$ cat config.mk
export PLATFORM = sky130hd
export DESIGN_NAME = bp_me_mem_cmd_arbiter_flat
export DESIGN_NICKNAME = d
export VERILOG_FILES = /design/src/rtl/bp_me_mem_cmd_arbiter_pkg.sv /design/src/rtl/bp_me_mem_cmd_arbiter_if.sv /design/src/rtl/bp_me_mem_cmd_arbiter_chk.sv /design/src/rtl/bp_me_mem_cmd_arbiter_rr.sv /design/src/rtl/bp_me_mem_cmd_arbiter.sv /design/src/flat_wrapper.sv
export SDC_FILE = /design/constraint.sdc
export NUM_CORES = 1
export LEC_CHECK = 0
export CORE_ASPECT_RATIO = 0.9
export CORE_MARGIN = 4
export CORE_UTILIZATION = 36
export CTS_CLUSTER_DIAMETER = 60
export DETAILED_ROUTE_END_ITERATION = 10
export PLACE_DENSITY = 0.8
export SYNTH_ARGS = -nofsm -noshare
export SYNTH_HDL_FRONTEND = slang
export SYNTH_HIERARCHICAL = 1
export SYNTH_SLANG_ARGS = --single-unit
$ cat constraint.sdc
create_clock -name clk_i -period 2.6 [get_ports clk_i]
set_clock_uncertainty 0.05 [all_clocks]
set_input_delay 0.65 -clock clk_i [delete_from_list [all_inputs] [get_ports clk_i]]
set_output_delay 0.65 -clock clk_i [all_outputs]
set_load 0.005 [all_outputs]
$ cat src/rtl/bp_me_mem_cmd_arbiter_pkg.sv
// bp_me_mem_cmd_arbiter_pkg
// Shared constants and helpers for the memory command arbiter slice.
// Messages are opaque vectors. Only the default message width and the id
// width helper live here.
package bp_me_mem_cmd_arbiter_pkg;

    // Default opaque memory message width, used when no width is supplied.
    localparam int cce_mem_msg_width_lp = 32;

    // Returns the clog2 of n, but never less than 1, so that a 1-entry
    // structure still gets a usable index.
    function automatic int safe_clog2(input int n);
        return (n <= 1) ? 1 : $clog2(n);
    endfunction

endpackage

$ cat src/rtl/bp_me_mem_cmd_arbiter_if.sv
// bp_me_mem_cmd_arbiter_if
// Bundles the command and response buses that sit between the requesters,
// the arbiter and the memory endpoint.
//   slave  : arbiter view (consumes commands and responses, drives grants/routing)
//   master : environment view (requesters plus memory)
// Requester i owns mem_cmd_i[i*msg_width_p +: msg_width_p].
interface bp_me_mem_cmd_arbiter_if
    import bp_me_mem_cmd_arbiter_pkg::*;
#(
    parameter int num_req_p   = 2,
    parameter int msg_width_p = cce_mem_msg_width_lp
);
    logic [num_req_p*msg_width_p-1:0] mem_cmd_i;
    logic [num_req_p-1:0]             mem_cmd_v_i;
    logic [num_req_p-1:0]             mem_cmd_yumi_o;
    logic [msg_width_p-1:0]           mem_cmd_o;
    logic                             mem_cmd_v_o;
    logic                             mem_cmd_ready_i;
    logic [msg_width_p-1:0]           mem_resp_i;
    logic                             mem_resp_v_i;
    logic                             mem_resp_yumi_o;
    logic [msg_width_p-1:0]           mem_resp_o;
    logic [num_req_p-1:0]             mem_resp_v_o;
    logic [num_req_p-1:0]             mem_resp_yumi_i;

    modport slave (
        input  mem_cmd_i, mem_cmd_v_i, mem_cmd_ready_i,
               mem_resp_i, mem_resp_v_i, mem_resp_yumi_i,
        output mem_cmd_yumi_o, mem_cmd_o, mem_cmd_v_o,
               mem_resp_yumi_o, mem_resp_o, mem_resp_v_o
    );

    modport master (
        output mem_cmd_i, mem_cmd_v_i, mem_cmd_ready_i,
               mem_resp_i, mem_resp_v_i, mem_resp_yumi_i,
        input  mem_cmd_yumi_o, mem_cmd_o, mem_cmd_v_o,
               mem_resp_yumi_o, mem_resp_o, mem_resp_v_o
    );
endinterface

$ cat src/rtl/bp_me_mem_cmd_arbiter_chk.sv
// bp_me_mem_cmd_arbiter_chk
// Simulation-only protocol checks for the arbiter. It has no outputs.
//   mem_resp_v_i : memory response valid
//   owner_v_i    : owner FIFO holds at least one id
//   load_i       : output slot loads this cycle
//   win_id_i     : arbiter winner id
//   rr_i         : last-winner register
//   yumi_i       : command consume vector
//   cmd_v_i      : command valid vector
module bp_me_mem_cmd_arbiter_chk #(
    parameter int num_req_p     = 2,
    parameter int lg_num_req_lp = 1
)(
    input logic                     clk_i,
    input logic                     reset_n_i,
    input logic                     mem_resp_v_i,
    input logic                     owner_v_i,
    input logic                     load_i,
    input logic [lg_num_req_lp-1:0] win_id_i,
    input logic [lg_num_req_lp-1:0] rr_i,
    input logic [num_req_p-1:0]     yumi_i,
    input logic [num_req_p-1:0]     cmd_v_i
);

    // A response with no recorded owner means memory answered a command we never issued.
    resp_has_owner_a: assert property (@(posedge clk_i) disable iff (!reset_n_i)
        mem_resp_v_i |-> owner_v_i);

    // At most one requester is consumed per cycle.
    yumi_onehot_a: assert property (@(posedge clk_i) disable iff (!reset_n_i)
        $onehot0(yumi_i));

    // Never consume a requester that is not offering a command.
    yumi_valid_a: assert property (@(posedge clk_i) disable iff (!reset_n_i)
        (yumi_i & ~cmd_v_i) == '0);

    // The priority pointer follows every load.
    rr_follows_a: assert property (@(posedge clk_i) disable iff (!reset_n_i)
        load_i |=> (rr_i == $past(win_id_i)));

endmodule

$ cat src/rtl/bp_me_mem_cmd_arbiter_rr.sv
// bp_me_rr_arbiter
// N-way round-robin arbiter. Priority starts one past the last winner and
// wraps modulo num_req_p.
//   clk_i, reset_n_i : clock, asynchronous active-low reset
//   req_i            : request vector
//   adv_i            : commit the current winner as the new last winner
//   grant_o          : one-hot grant (zero when no request is present)
//   id_o             : encoded winner id
//   rr_o             : last-winner register (resets to num_req_p-1)
module bp_me_rr_arbiter
    import bp_me_mem_cmd_arbiter_pkg::*;
#(
    parameter  int num_req_p     = 2,
    localparam int lg_num_req_lp = safe_clog2(num_req_p)
)(
    input  logic                     clk_i,
    input  logic                     reset_n_i,
    input  logic [num_req_p-1:0]     req_i,
    input  logic                     adv_i,
    output logic [num_req_p-1:0]     grant_o,
    output logic [lg_num_req_lp-1:0] id_o,
    output logic [lg_num_req_lp-1:0] rr_o
);

    logic [lg_num_req_lp-1:0] rr_r;
    logic [num_req_p-1:0]     grant_s;
    logic [lg_num_req_lp-1:0] id_s;
    logic                     found_s;

    // Scan rr_r+1 .. rr_r+num_req_p (mod num_req_p); first requester seen wins.
    always_comb begin
        int   idx_v;
        logic hit_v;
        grant_s = '0;
        id_s    = '0;
        found_s = 1'b0;
        idx_v   = 0;
        hit_v   = 1'b0;
        for (int k = 1; k <= num_req_p; k++) begin
            idx_v   = ((int'(rr_r) + k) >= num_req_p) ? (int'(rr_r) + k - num_req_p)
                                                      : (int'(rr_r) + k);
            hit_v   = req_i[idx_v] & ~found_s;
            grant_s[idx_v] = grant_s[idx_v] | hit_v;
            id_s    = hit_v ? lg_num_req_lp'(idx_v) : id_s;
            found_s = found_s | hit_v;
        end
    end

    // Last-winner register; reset value gives requester 0 first priority.
    always_ff @(posedge clk_i or negedge reset_n_i) begin
        if (!reset_n_i) begin
            rr_r <= lg_num_req_lp'(num_req_p - 1);
        end else if (adv_i) begin
            rr_r <= id_s;
        end else begin
            rr_r <= rr_r;
        end
    end

    assign grant_o = grant_s;
    assign id_o    = id_s;
    assign rr_o    = rr_r;

endmodule

$ cat src/rtl/bp_me_mem_cmd_arbiter.sv
// bp_me_mem_cmd_arbiter
// Shares one memory port among num_req_p requesters. A round-robin winner is
// loaded into a one-entry registered command slot. Each loaded command pushes
// its requester id onto an in-order owner FIFO. The in-order memory responses
// are routed combinationally back to the id at the FIFO head.
//   clk_i     : clock
//   reset_n_i : asynchronous active-low reset
//   mem_if    : command/response bus (slave view), see bp_me_mem_cmd_arbiter_if
module bp_me_mem_cmd_arbiter
    import bp_me_mem_cmd_arbiter_pkg::*;
#(
    parameter  int num_req_p         = 2,
    parameter  int msg_width_p       = cce_mem_msg_width_lp,
    parameter  int max_outstanding_p = 4,
    localparam int lg_num_req_lp     = safe_clog2(num_req_p)
)(
    input logic clk_i,
    input logic reset_n_i,
    bp_me_mem_cmd_arbiter_if.slave mem_if
);

    localparam int ptr_w_lp = safe_clog2(max_outstanding_p);
    localparam int cnt_w_lp = safe_clog2(max_outstanding_p + 1);

    logic [num_req_p-1:0]     grant_s;
    logic [lg_num_req_lp-1:0] win_id_s;
    logic [lg_num_req_lp-1:0] rr_s;
    logic [msg_width_p-1:0]   cmd_sel_s;
    logic                     load_s;
    logic                     owner_v_s;
    logic                     owner_full_s;
    logic                     pop_s;
    logic [lg_num_req_lp-1:0] head_s;

    logic                     cmd_v_r;
    logic [msg_width_p-1:0]   cmd_r;
    logic [lg_num_req_lp-1:0] owner_mem_r [max_outstanding_p];
    logic [ptr_w_lp-1:0]      wr_ptr_r;
    logic [ptr_w_lp-1:0]      rd_ptr_r;
    logic [cnt_w_lp-1:0]      count_r;

    bp_me_rr_arbiter #(.num_req_p(num_req_p)) u_rr (
        .clk_i     (clk_i),
        .reset_n_i (reset_n_i),
        .req_i     (mem_if.mem_cmd_v_i),
        .adv_i     (load_s),
        .grant_o   (grant_s),
        .id_o      (win_id_s),
        .rr_o      (rr_s)
    );

    // The full check uses the registered count only, so a same-cycle pop does not unblock a load.
    // reset_n_i gating keeps every combinational output quiet while reset is held.
    always_comb begin
        owner_v_s    = (count_r != cnt_w_lp'(0));
        owner_full_s = (count_r == cnt_w_lp'(max_outstanding_p));
        load_s       = reset_n_i & (|mem_if.mem_cmd_v_i)
                     & (~cmd_v_r | mem_if.mem_cmd_ready_i) & ~owner_full_s;
        head_s       = owner_mem_r[rd_ptr_r];
        pop_s        = reset_n_i & owner_v_s & mem_if.mem_resp_yumi_i[head_s];
    end

    // Select the winning requester's message with a one-hot AND-OR mux.
    always_comb begin
        cmd_sel_s = '0;
        for (int i = 0; i < num_req_p; i++) begin
            cmd_sel_s = cmd_sel_s
                      | (grant_s[i] ? mem_if.mem_cmd_i[i*msg_width_p +: msg_width_p]
                                    : {msg_width_p{1'b0}});
        end
    end

    // Output slot: load a new winner, drain on ready, otherwise hold.
    always_ff @(posedge clk_i or negedge reset_n_i) begin
        if (!reset_n_i) begin
            cmd_v_r <= 1'b0;
            cmd_r   <= '0;
        end else if (load_s) begin
            cmd_v_r <= 1'b1;
            cmd_r   <= cmd_sel_s;
        end else if (mem_if.mem_cmd_ready_i) begin
            cmd_v_r <= 1'b0;
        end else begin
            cmd_v_r <= cmd_v_r;
        end
    end

    // Owner FIFO: a circular buffer of requester ids plus an occupancy count.
    always_ff @(posedge clk_i or negedge reset_n_i) begin
        if (!reset_n_i) begin
            for (int i = 0; i < max_outstanding_p; i++) begin
                owner_mem_r[i] <= '0;
            end
            wr_ptr_r <= '0;
            rd_ptr_r <= '0;
            count_r  <= '0;
        end else begin
            if (load_s) begin
                owner_mem_r[wr_ptr_r] <= win_id_s;
                wr_ptr_r <= (wr_ptr_r == ptr_w_lp'(max_outstanding_p - 1))
                          ? ptr_w_lp'(0) : wr_ptr_r + ptr_w_lp'(1);
            end
            if (pop_s) begin
                rd_ptr_r <= (rd_ptr_r == ptr_w_lp'(max_outstanding_p - 1))
                          ? ptr_w_lp'(0) : rd_ptr_r + ptr_w_lp'(1);
            end
            case ({load_s, pop_s})
                2'b10:   count_r <= count_r + cnt_w_lp'(1);
                2'b01:   count_r <= count_r - cnt_w_lp'(1);
                default: count_r <= count_r;
            endcase
        end
    end

    assign mem_if.mem_cmd_yumi_o  = load_s ? grant_s : {num_req_p{1'b0}};
    assign mem_if.mem_cmd_o       = cmd_r;
    assign mem_if.mem_cmd_v_o     = cmd_v_r;
    assign mem_if.mem_resp_o      = mem_if.mem_resp_i;
    assign mem_if.mem_resp_v_o    = (reset_n_i & owner_v_s & mem_if.mem_resp_v_i)
                                  ? (num_req_p'(1) << head_s) : {num_req_p{1'b0}};
    assign mem_if.mem_resp_yumi_o = pop_s;

    bp_me_mem_cmd_arbiter_chk #(
        .num_req_p     (num_req_p),
        .lg_num_req_lp (lg_num_req_lp)
    ) u_chk (
        .clk_i        (clk_i),
        .reset_n_i    (reset_n_i),
        .mem_resp_v_i (mem_if.mem_resp_v_i),
        .owner_v_i    (owner_v_s),
        .load_i       (load_s),
        .win_id_i     (win_id_s),
        .rr_i         (rr_s),
        .yumi_i       (mem_if.mem_cmd_yumi_o),
        .cmd_v_i      (mem_if.mem_cmd_v_i)
    );

endmodule

$ cat src/flat_wrapper.sv
// flat-port wrapper written by rule: the top's interface ports become plain ports
module bp_me_mem_cmd_arbiter_flat import bp_me_mem_cmd_arbiter_pkg::*;
#(
    parameter  int num_req_p         = 2,
    parameter  int msg_width_p       = cce_mem_msg_width_lp,
    parameter  int max_outstanding_p = 4,
    localparam int lg_num_req_lp     = safe_clog2(num_req_p)
)
  (clk_i, reset_n_i, mem_if_mem_cmd_i, mem_if_mem_cmd_v_i, mem_if_mem_cmd_ready_i, mem_if_mem_resp_i, mem_if_mem_resp_v_i, mem_if_mem_resp_yumi_i, mem_if_mem_cmd_yumi_o, mem_if_mem_cmd_o, mem_if_mem_cmd_v_o, mem_if_mem_resp_yumi_o, mem_if_mem_resp_o, mem_if_mem_resp_v_o);
  bp_me_mem_cmd_arbiter_if #(.num_req_p(num_req_p), .msg_width_p(msg_width_p)) mem_if_i ();
  input logic clk_i;
  input logic reset_n_i;
  input wire logic [$bits(mem_if_i.mem_cmd_i)-1:0] mem_if_mem_cmd_i;
  input wire logic [$bits(mem_if_i.mem_cmd_v_i)-1:0] mem_if_mem_cmd_v_i;
  input wire logic [$bits(mem_if_i.mem_cmd_ready_i)-1:0] mem_if_mem_cmd_ready_i;
  input wire logic [$bits(mem_if_i.mem_resp_i)-1:0] mem_if_mem_resp_i;
  input wire logic [$bits(mem_if_i.mem_resp_v_i)-1:0] mem_if_mem_resp_v_i;
  input wire logic [$bits(mem_if_i.mem_resp_yumi_i)-1:0] mem_if_mem_resp_yumi_i;
  output wire logic [$bits(mem_if_i.mem_cmd_yumi_o)-1:0] mem_if_mem_cmd_yumi_o;
  output wire logic [$bits(mem_if_i.mem_cmd_o)-1:0] mem_if_mem_cmd_o;
  output wire logic [$bits(mem_if_i.mem_cmd_v_o)-1:0] mem_if_mem_cmd_v_o;
  output wire logic [$bits(mem_if_i.mem_resp_yumi_o)-1:0] mem_if_mem_resp_yumi_o;
  output wire logic [$bits(mem_if_i.mem_resp_o)-1:0] mem_if_mem_resp_o;
  output wire logic [$bits(mem_if_i.mem_resp_v_o)-1:0] mem_if_mem_resp_v_o;
  assign mem_if_i.mem_cmd_i = mem_if_mem_cmd_i;
  assign mem_if_i.mem_cmd_v_i = mem_if_mem_cmd_v_i;
  assign mem_if_i.mem_cmd_ready_i = mem_if_mem_cmd_ready_i;
  assign mem_if_i.mem_resp_i = mem_if_mem_resp_i;
  assign mem_if_i.mem_resp_v_i = mem_if_mem_resp_v_i;
  assign mem_if_i.mem_resp_yumi_i = mem_if_mem_resp_yumi_i;
  assign mem_if_mem_cmd_yumi_o = mem_if_i.mem_cmd_yumi_o;
  assign mem_if_mem_cmd_o = mem_if_i.mem_cmd_o;
  assign mem_if_mem_cmd_v_o = mem_if_i.mem_cmd_v_o;
  assign mem_if_mem_resp_yumi_o = mem_if_i.mem_resp_yumi_o;
  assign mem_if_mem_resp_o = mem_if_i.mem_resp_o;
  assign mem_if_mem_resp_v_o = mem_if_i.mem_resp_v_o;
  bp_me_mem_cmd_arbiter #(.num_req_p(num_req_p), .msg_width_p(msg_width_p), .max_outstanding_p(max_outstanding_p)) u_core (.clk_i(clk_i), .reset_n_i(reset_n_i), .mem_if(mem_if_i));
endmodule
# After elaboration in Yosys (flattened, before gate mapping)
# Cells that the tools add are included.
dict set report classes {
  add_sub_neg 8
  n_mul 0
  div 0
  order_cmp 10
  eq_ne 5
  shifts 1
  mux 37
  bitwise 17
  reduce_logical 7
}
# op n
set op_table {}
lappend op_table {{32-bit two-way mux} 4}
lappend op_table {{32-bit by 1-bit >= comparator with 1-bit output, second input constant} 2}
lappend op_table {{32-bit by 3-bit >= comparator with 1-bit output, second input constant} 2}
lappend op_table {{32-bit by 3-bit < comparator with 1-bit output, second input constant} 2}
lappend op_table {{32-bit by 3-bit subtractor with 32-bit output, second input constant} 2}
lappend op_table {{32-bit OR} 1}
lappend op_table {{1-bit two-way mux} 22}
lappend op_table {{2-bit two-way mux} 4}
lappend op_table {{1-bit bitwise AND} 7}
lappend op_table {{2-bit equality test, second input constant} 3}
lappend op_table {{3-bit >= comparator, second input constant} 2}
lappend op_table {{2-bit NOT with 3-bit output} 2}
lappend op_table {{3-bit one-hot mux with 2 select lines} 1}
lappend op_table {{2-bit by 1-bit adder with 2-bit output, second input constant} 2}
lappend op_table {{4-bit bitwise mux} 1}
lappend op_table {{2-bit nonzero test} 2}
lappend op_table {{1-bit by 2-bit adder with 3-bit output, second input constant} 1}
lappend op_table {{3-bit by 1-bit adder with 3-bit output, second input constant} 1}
lappend op_table {{3-bit equality test, second input constant} 1}
lappend op_table {{1-bit logical AND} 3}
lappend op_table {{3-bit by 1-bit < comparator with 1-bit output, second input constant} 1}
lappend op_table {{1-bit NOT} 3}
lappend op_table {{1-bit OR} 3}
lappend op_table {{3-bit nonzero test} 1}
lappend op_table {{other kinds (11)} 12}
dict set report word_totals {
  reg_bits 45
  latch_bits 0
  ram_bits 0
  mem_bits_ro 0
  out_inout_bits 70
  elab_cells 95
  memories 0
}

# Longest topological paths before layout
dict set report logic_depth {
  depth_word 15
  ltp_mapped 7
  mapped_depth_nobuf 7
}

# Modules after synthesis
# Netlist, hierarchy kept.
# module instances cells_per_inst area_per_inst_um2
set by_module_without_submodules {}
lappend by_module_without_submodules {bp_me_mem_cmd_arbiter 1 195 2578.7}
lappend by_module_without_submodules {bp_me_rr_arbiter 1 6 71.3}

# Least setup slack after synthesis
# No wires, ideal clock.
dict set report synth_timing {
  path_kind {reg-to-reg}
  start {reg u_core.rd_ptr_r[0]}
  end {reg u_core.count_r[1]}
  setup_ns 0.125
  arrival_time_ns 2.110
  setup_slack_ns 0.315
  stages_incl_launch_ff 6
  n_path_buf 0
  period_less_slack_ns 2.285
  cell_sequence {dfrtp_1 > mux4_2 > mux2i_2 > ha_1 > fa_1 > mux2_2}
}
dict set report synth_between {
  elab_chain_cells 9
  word_cells_on_any_way 11
  cone_classes {2 x eq/ne; 6 x mux; 2 x bitwise; 1 x reduce/logical}
}
# element line
set synth_rtl {}
lappend synth_rtl {{start: declaration} bp_me_mem_cmd_arbiter.sv:39} ;# logic [ptr_w_lp-1:0] rd_ptr_r;
lappend synth_rtl {{start signal: assignment} bp_me_mem_cmd_arbiter.sv:104} ;# rd_ptr_r <= (rd_ptr_r == ptr_w_lp'(max_outstanding_p - 1))
lappend synth_rtl {{2-bit NOT with 3-bit output (not written as such) (*)} bp_me_mem_cmd_arbiter.sv:59} ;# head_s = owner_mem_r[rd_ptr_r];
lappend synth_rtl {{1-bit binary-select mux with 2-bit select (*)} bp_me_mem_cmd_arbiter.sv:59}
lappend synth_rtl {{1-bit two-way mux (not written as such) (*) (2 in a row)} bp_me_mem_cmd_arbiter.sv:59}
lappend synth_rtl {{1-bit two-way mux (not written as such) (*) (2 in a row)} bp_me_mem_cmd_arbiter.sv:60} ;# pop_s = reset_n_i & owner_v_s & mem_if.mem_resp_yumi_i[head_s];
lappend synth_rtl {{1-bit bitwise AND (*)} bp_me_mem_cmd_arbiter.sv:60}
lappend synth_rtl {{net mem_if_mem_resp_yumi_o} flat_wrapper.sv:22} ;# output wire logic [$bits(mem_if_i.mem_resp_yumi_o)-1:0] mem_if_mem_resp_yumi_o;
lappend synth_rtl {{2-bit by 1-bit equality test with 1-bit output / 2-bit equality test (equally long branches)} bp_me_mem_cmd_arbiter.sv:107} ;# case ({load_s, pop_s})
lappend synth_rtl {{3-bit one-hot mux with 2 select lines / 2-bit nonzero test (equally long branches)} --}
lappend synth_rtl {{end signal: assignment} bp_me_mem_cmd_arbiter.sv:108} ;# 2'b10: count_r <= count_r + cnt_w_lp'(1);
lappend synth_rtl {{end signal: assignment} bp_me_mem_cmd_arbiter.sv:109} ;# 2'b01: count_r <= count_r - cnt_w_lp'(1);
lappend synth_rtl {{end signal: assignment} bp_me_mem_cmd_arbiter.sv:110} ;# default: count_r <= count_r;
lappend synth_rtl {{end: declaration} bp_me_mem_cmd_arbiter.sv:40} ;# logic [cnt_w_lp-1:0] count_r;
# Mark *: on every way through the listed nets, which the timed path passes. The rest lies on a longest branch. The select of a mux whose other input is x is not followed.
# A chain may end at the register's enable or synchronous reset.

# Final worst setup path
dict set report layout_timing {
  start {in mem_if_mem_cmd_v_i[1]}
  end {out mem_if_mem_cmd_yumi_o[0]}
}
dict set report layout_between {
  elab_chain_cells 11
  word_cells_on_any_way 20
  cone_classes {11 x mux; 8 x bitwise; 1 x reduce/logical}
}
# element line
set layout_rtl {}
lappend layout_rtl {{start: declaration} flat_wrapper.sv:14} ;# input wire logic [$bits(mem_if_i.mem_cmd_v_i)-1:0] mem_if_mem_cmd_v_i;
lappend layout_rtl {{1-bit two-way mux (not written as such) (3 in a row)} bp_me_mem_cmd_arbiter_rr.sv:42} ;# hit_v = req_i[idx_v] & ~found_s;
lappend layout_rtl {{1-bit OR} bp_me_mem_cmd_arbiter_rr.sv:43} ;# grant_s[idx_v] = grant_s[idx_v] | hit_v;
lappend layout_rtl {{2-bit bitwise AND (no source line)} --}
lappend layout_rtl {{1-bit two-way mux (not written as such) (3 in a row)} bp_me_mem_cmd_arbiter_rr.sv:43}
lappend layout_rtl {{1-bit OR} bp_me_mem_cmd_arbiter_rr.sv:43}
lappend layout_rtl {{2-bit bitwise mux} bp_me_mem_cmd_arbiter_rr.sv:43}
lappend layout_rtl {{2-bit two-way mux (*)} bp_me_mem_cmd_arbiter.sv:115} ;# assign mem_if.mem_cmd_yumi_o = load_s ? grant_s : {num_req_p{1'b0}};
lappend layout_rtl {{end: declaration} flat_wrapper.sv:19} ;# output wire logic [$bits(mem_if_i.mem_cmd_yumi_o)-1:0] mem_if_mem_cmd_yumi_o;
# Mark *: on every way between the ends. The rest lies on a longest branch, timed or not. The select of a mux whose other input is x is not followed.

==> impl_metrics.toml <==
[floorplan]
ioPinCount = 174
rows = 29
floorplan.initialDensity_pct = 37.26
die_y_um = 89.40
core_area_mm2 = 0.007112
die_area_mm2 = 0.008800
die_w_um = 98.44

[synthesis]
synthTopCellsByArea = "dfrtp_1, mux2_4, a22o_1"
yosys.area.top_type = "dfrtp_1"
synth.cell_area_mm2 = 0.002650
ys_seq_area_share_pct = 42.54
synth-edff-count = 0
ys.flop_type = "dfrtp_1"
synth_cell_types = 31
synth_warnings = 6
synthCells = 201
synth-seq-cells = 45
synth_top_cell_area_share_pct = 41.55
synthArstFlopShare_pct = 100.0
synth_fp_nets = 312
synth.avg_cell_area_um2 = 13.18

[route]
ant_nets = 0
route.detailed.drc = 0
vias = 1843
post_drt_wl_per_cell_um = 16.32
drtIter0Drc = 19
drt_pass1_iterations = 3
wl_um = 6266
vias_per_cell = 4.799

[timing]
max_freq_mhz = 396.7
fin_crit_sh_pct = 96.94
drv_slew = 0
relSlewSlack_pct = 58.59
rsz0062_at_grt = "no"
finalHoldViolations = 0
worst_pin_slew_ps = 621.2
finalCriticalPeriod_ps = 2520
setup_viol = 0

[worst_hold_path]
hold_class = "input pin to async pin"

[setup_path]
r2r_slack_ps = 110
critPathMaxFanout = 3
startpoint_type = "input pin"
max_stage_delay_ps = 480
r2r_cells = 9
startpoint = "mem_if_mem_cmd_v_i[1]"
crit_chain = "clkdlybuf4s50_1 -> o21a_1 -> nand3_4 -> inv_6 -> and2_1 -> clkdlybuf4s15_1"
worstPathArrival_ps = 1820
cp.buffers_inverters = 3
critPathSlowestCell = "clkdlybuf4s50_1"
required_ps = 1900
path_class = "input pin to output pin"
cpLargestDelayFamily = "buffers and inverters"
r2r_end = "u_core/count_r[2]"
r2r_start = "u_core/rd_ptr_r[0]"
cp-end-kind = "output pin"

[pwr]
vdd_drop_max_uv = 356.3
total_power_uw = 3541
swShare_pct = 29.87
p_clk_share_pct = 11.7
powerDensity_mw_per_mm2 = 943.7
p_leak_uw = 0.001686
pwr-share-comb_pct = 51.5
p_int_uw = 2483
p_seq_share_pct = 36.8
power.switching_uw = 1058

[clock_tree]
cts_tree = "done"
clock-sinks = 45
clk-insertion-delay-late_ps = 290
cts_buffers = 5
clk_pin_slew_ps = 80
clockBufferDepth = 2
cts_hold_buffers = 0
cts-root-buf = "clkbuf_8"
htreeDepth = 2

[cells_and_area]
fin_util_pct = 52.76
mostFrequentLayoutCells = "clkdlybuf4s50_1, dfrtp_1, a22o_1"
final_layout_size_suffix_gt1_share_pct = 25.43
fin_nets = 401
final_common_cell = "clkdlybuf4s50_1"
n_antenna_cell = 0
syn_to_final_growth_pct = 41.60
finalInstanceArea_mm2 = 0.003752

[grt]
grt-ovfl-total = 0
grt_max_degree = 36
grt_pass1_vias = 1911
grt_pass1_wl_um = 9522
grt_use_total_pct = 13.71
antenna_found_initial = 0

[flow_run]
drv_cap = 0

[outcome]
status = "complete, no violations"

[placed_design]
dp_hpwl_um = 4663
placed_cell_area_mm2 = 0.003621
io_buffer_count = 109
place_congestion = 0.7923
-- through the flow --
stage	hold WS, ps	TNS, ps	std cells	setup WS, ps
after floorplan	304.4	0	201	315.2
after global placement	438.7	-2578	371	-315.6
after detailed placement	441.6	-2495	371	-333.4
after CTS	354.4	0	382	2.764
after global routing	369.1	0	384	2.144
final	358.4	0	384	79.50
-- logic make-up (layout without fill, tap and decap cells) --
family	after synthesis	in the layout	share of synthesized area (%)
xor gates and xnor gates	3	3	0.9917
AOI/OAI and AO/OA	39	39	12.84
buffers and inverters	47	137	13.03
DFF	45	45	42.54
and+or+nand+nor	16	16	3.824
muxes	44	44	23.18
adders and majority gates	7	7	3.588
-- timing repair --
item,4_1_cts,5_1_grt
resized for setup,5,9
pin swaps,1,2
setup endpoints to repair,5,5
gates cloned,0,0
buffers inserted,3,2
-- power groups by stage --
| stage | clock (µW) | sequential, µW | combinational [µW] |
|---|---|---|---|
| 2_1_floorplan | 0 | 1290 | 975 |
| 3_3_place_gp | 0 | 1290 | 1750 |
| 3_5_place_dp | 0 | 1300 | 1790 |
| 4_1_cts | 436 | 1300 | 1830 |
| 5_1_grt | 469 | 1350 | 1970 |
| 6_report | 414 | 1300 | 1820 |
-- metal layers --
layer / part of all wire [%] / track usage, % / vias up / wire length, µm
li1: - / - / 878 / -
met1: 40 / 15.38 / 867 / 2485
met2: 50 / 24.25 / 86 / 3139
met3: 8.5 / 5.226 / 12 / 534
met4: 1.7 / 4.715 / 0 / 106
met5: 0 / 0 / - / 0
-- state kept, by name (all words and copies together) (netlist names) --
signal / cells
u_core/owner_mem_r: 4
u_core/rd_ptr_r: 2
u_core/mem_if.mem_cmd_v_o: 1
u_core/wr_ptr_r: 2
u_core/count_r: 3
u_core/u_rr/rr_o: 1
u_core/mem_if.mem_cmd_o: 32
-- area by class of cell --
type	instances	area [µm²]
inverters	4	20.02
clock buffers	8	80.08
multi-input cells	109	1204
fillers	635	3359
flip-flops and latches	45	1127
repair buffers	125	1205
well taps	93	116.4
-- worst max path at each step --
stage,to,slack (ps),cells past startpoint
final,mem_if_mem_cmd_yumi_o[0],80,6
after floorplan,u_core/count_r[1],320,5
after global placement,mem_if_mem_cmd_yumi_o[0],-320,6
after global routing,u_core/count_r[2],2,9
after detailed placement,mem_if_mem_cmd_yumi_o[1],-330,6
after CTS,mem_if_mem_resp_v_o[1],3,3
-- cell usage after synthesis (2+ instances only) --
cell type and instances:
nand4_1 4, inv_1 3, mux2_1 2, buf_4 32
mux2_4 28, nor2_1 4, o311ai_0 2, mux2_2 12
buf_12 2, and2_1 2, a21boi_0 2, ha_1 6
nand2_1 2, xnor2_1 2, a22o_1 32, clkbuf_1 8
dfrtp_1 44
(Power assumes the default switching activity.)
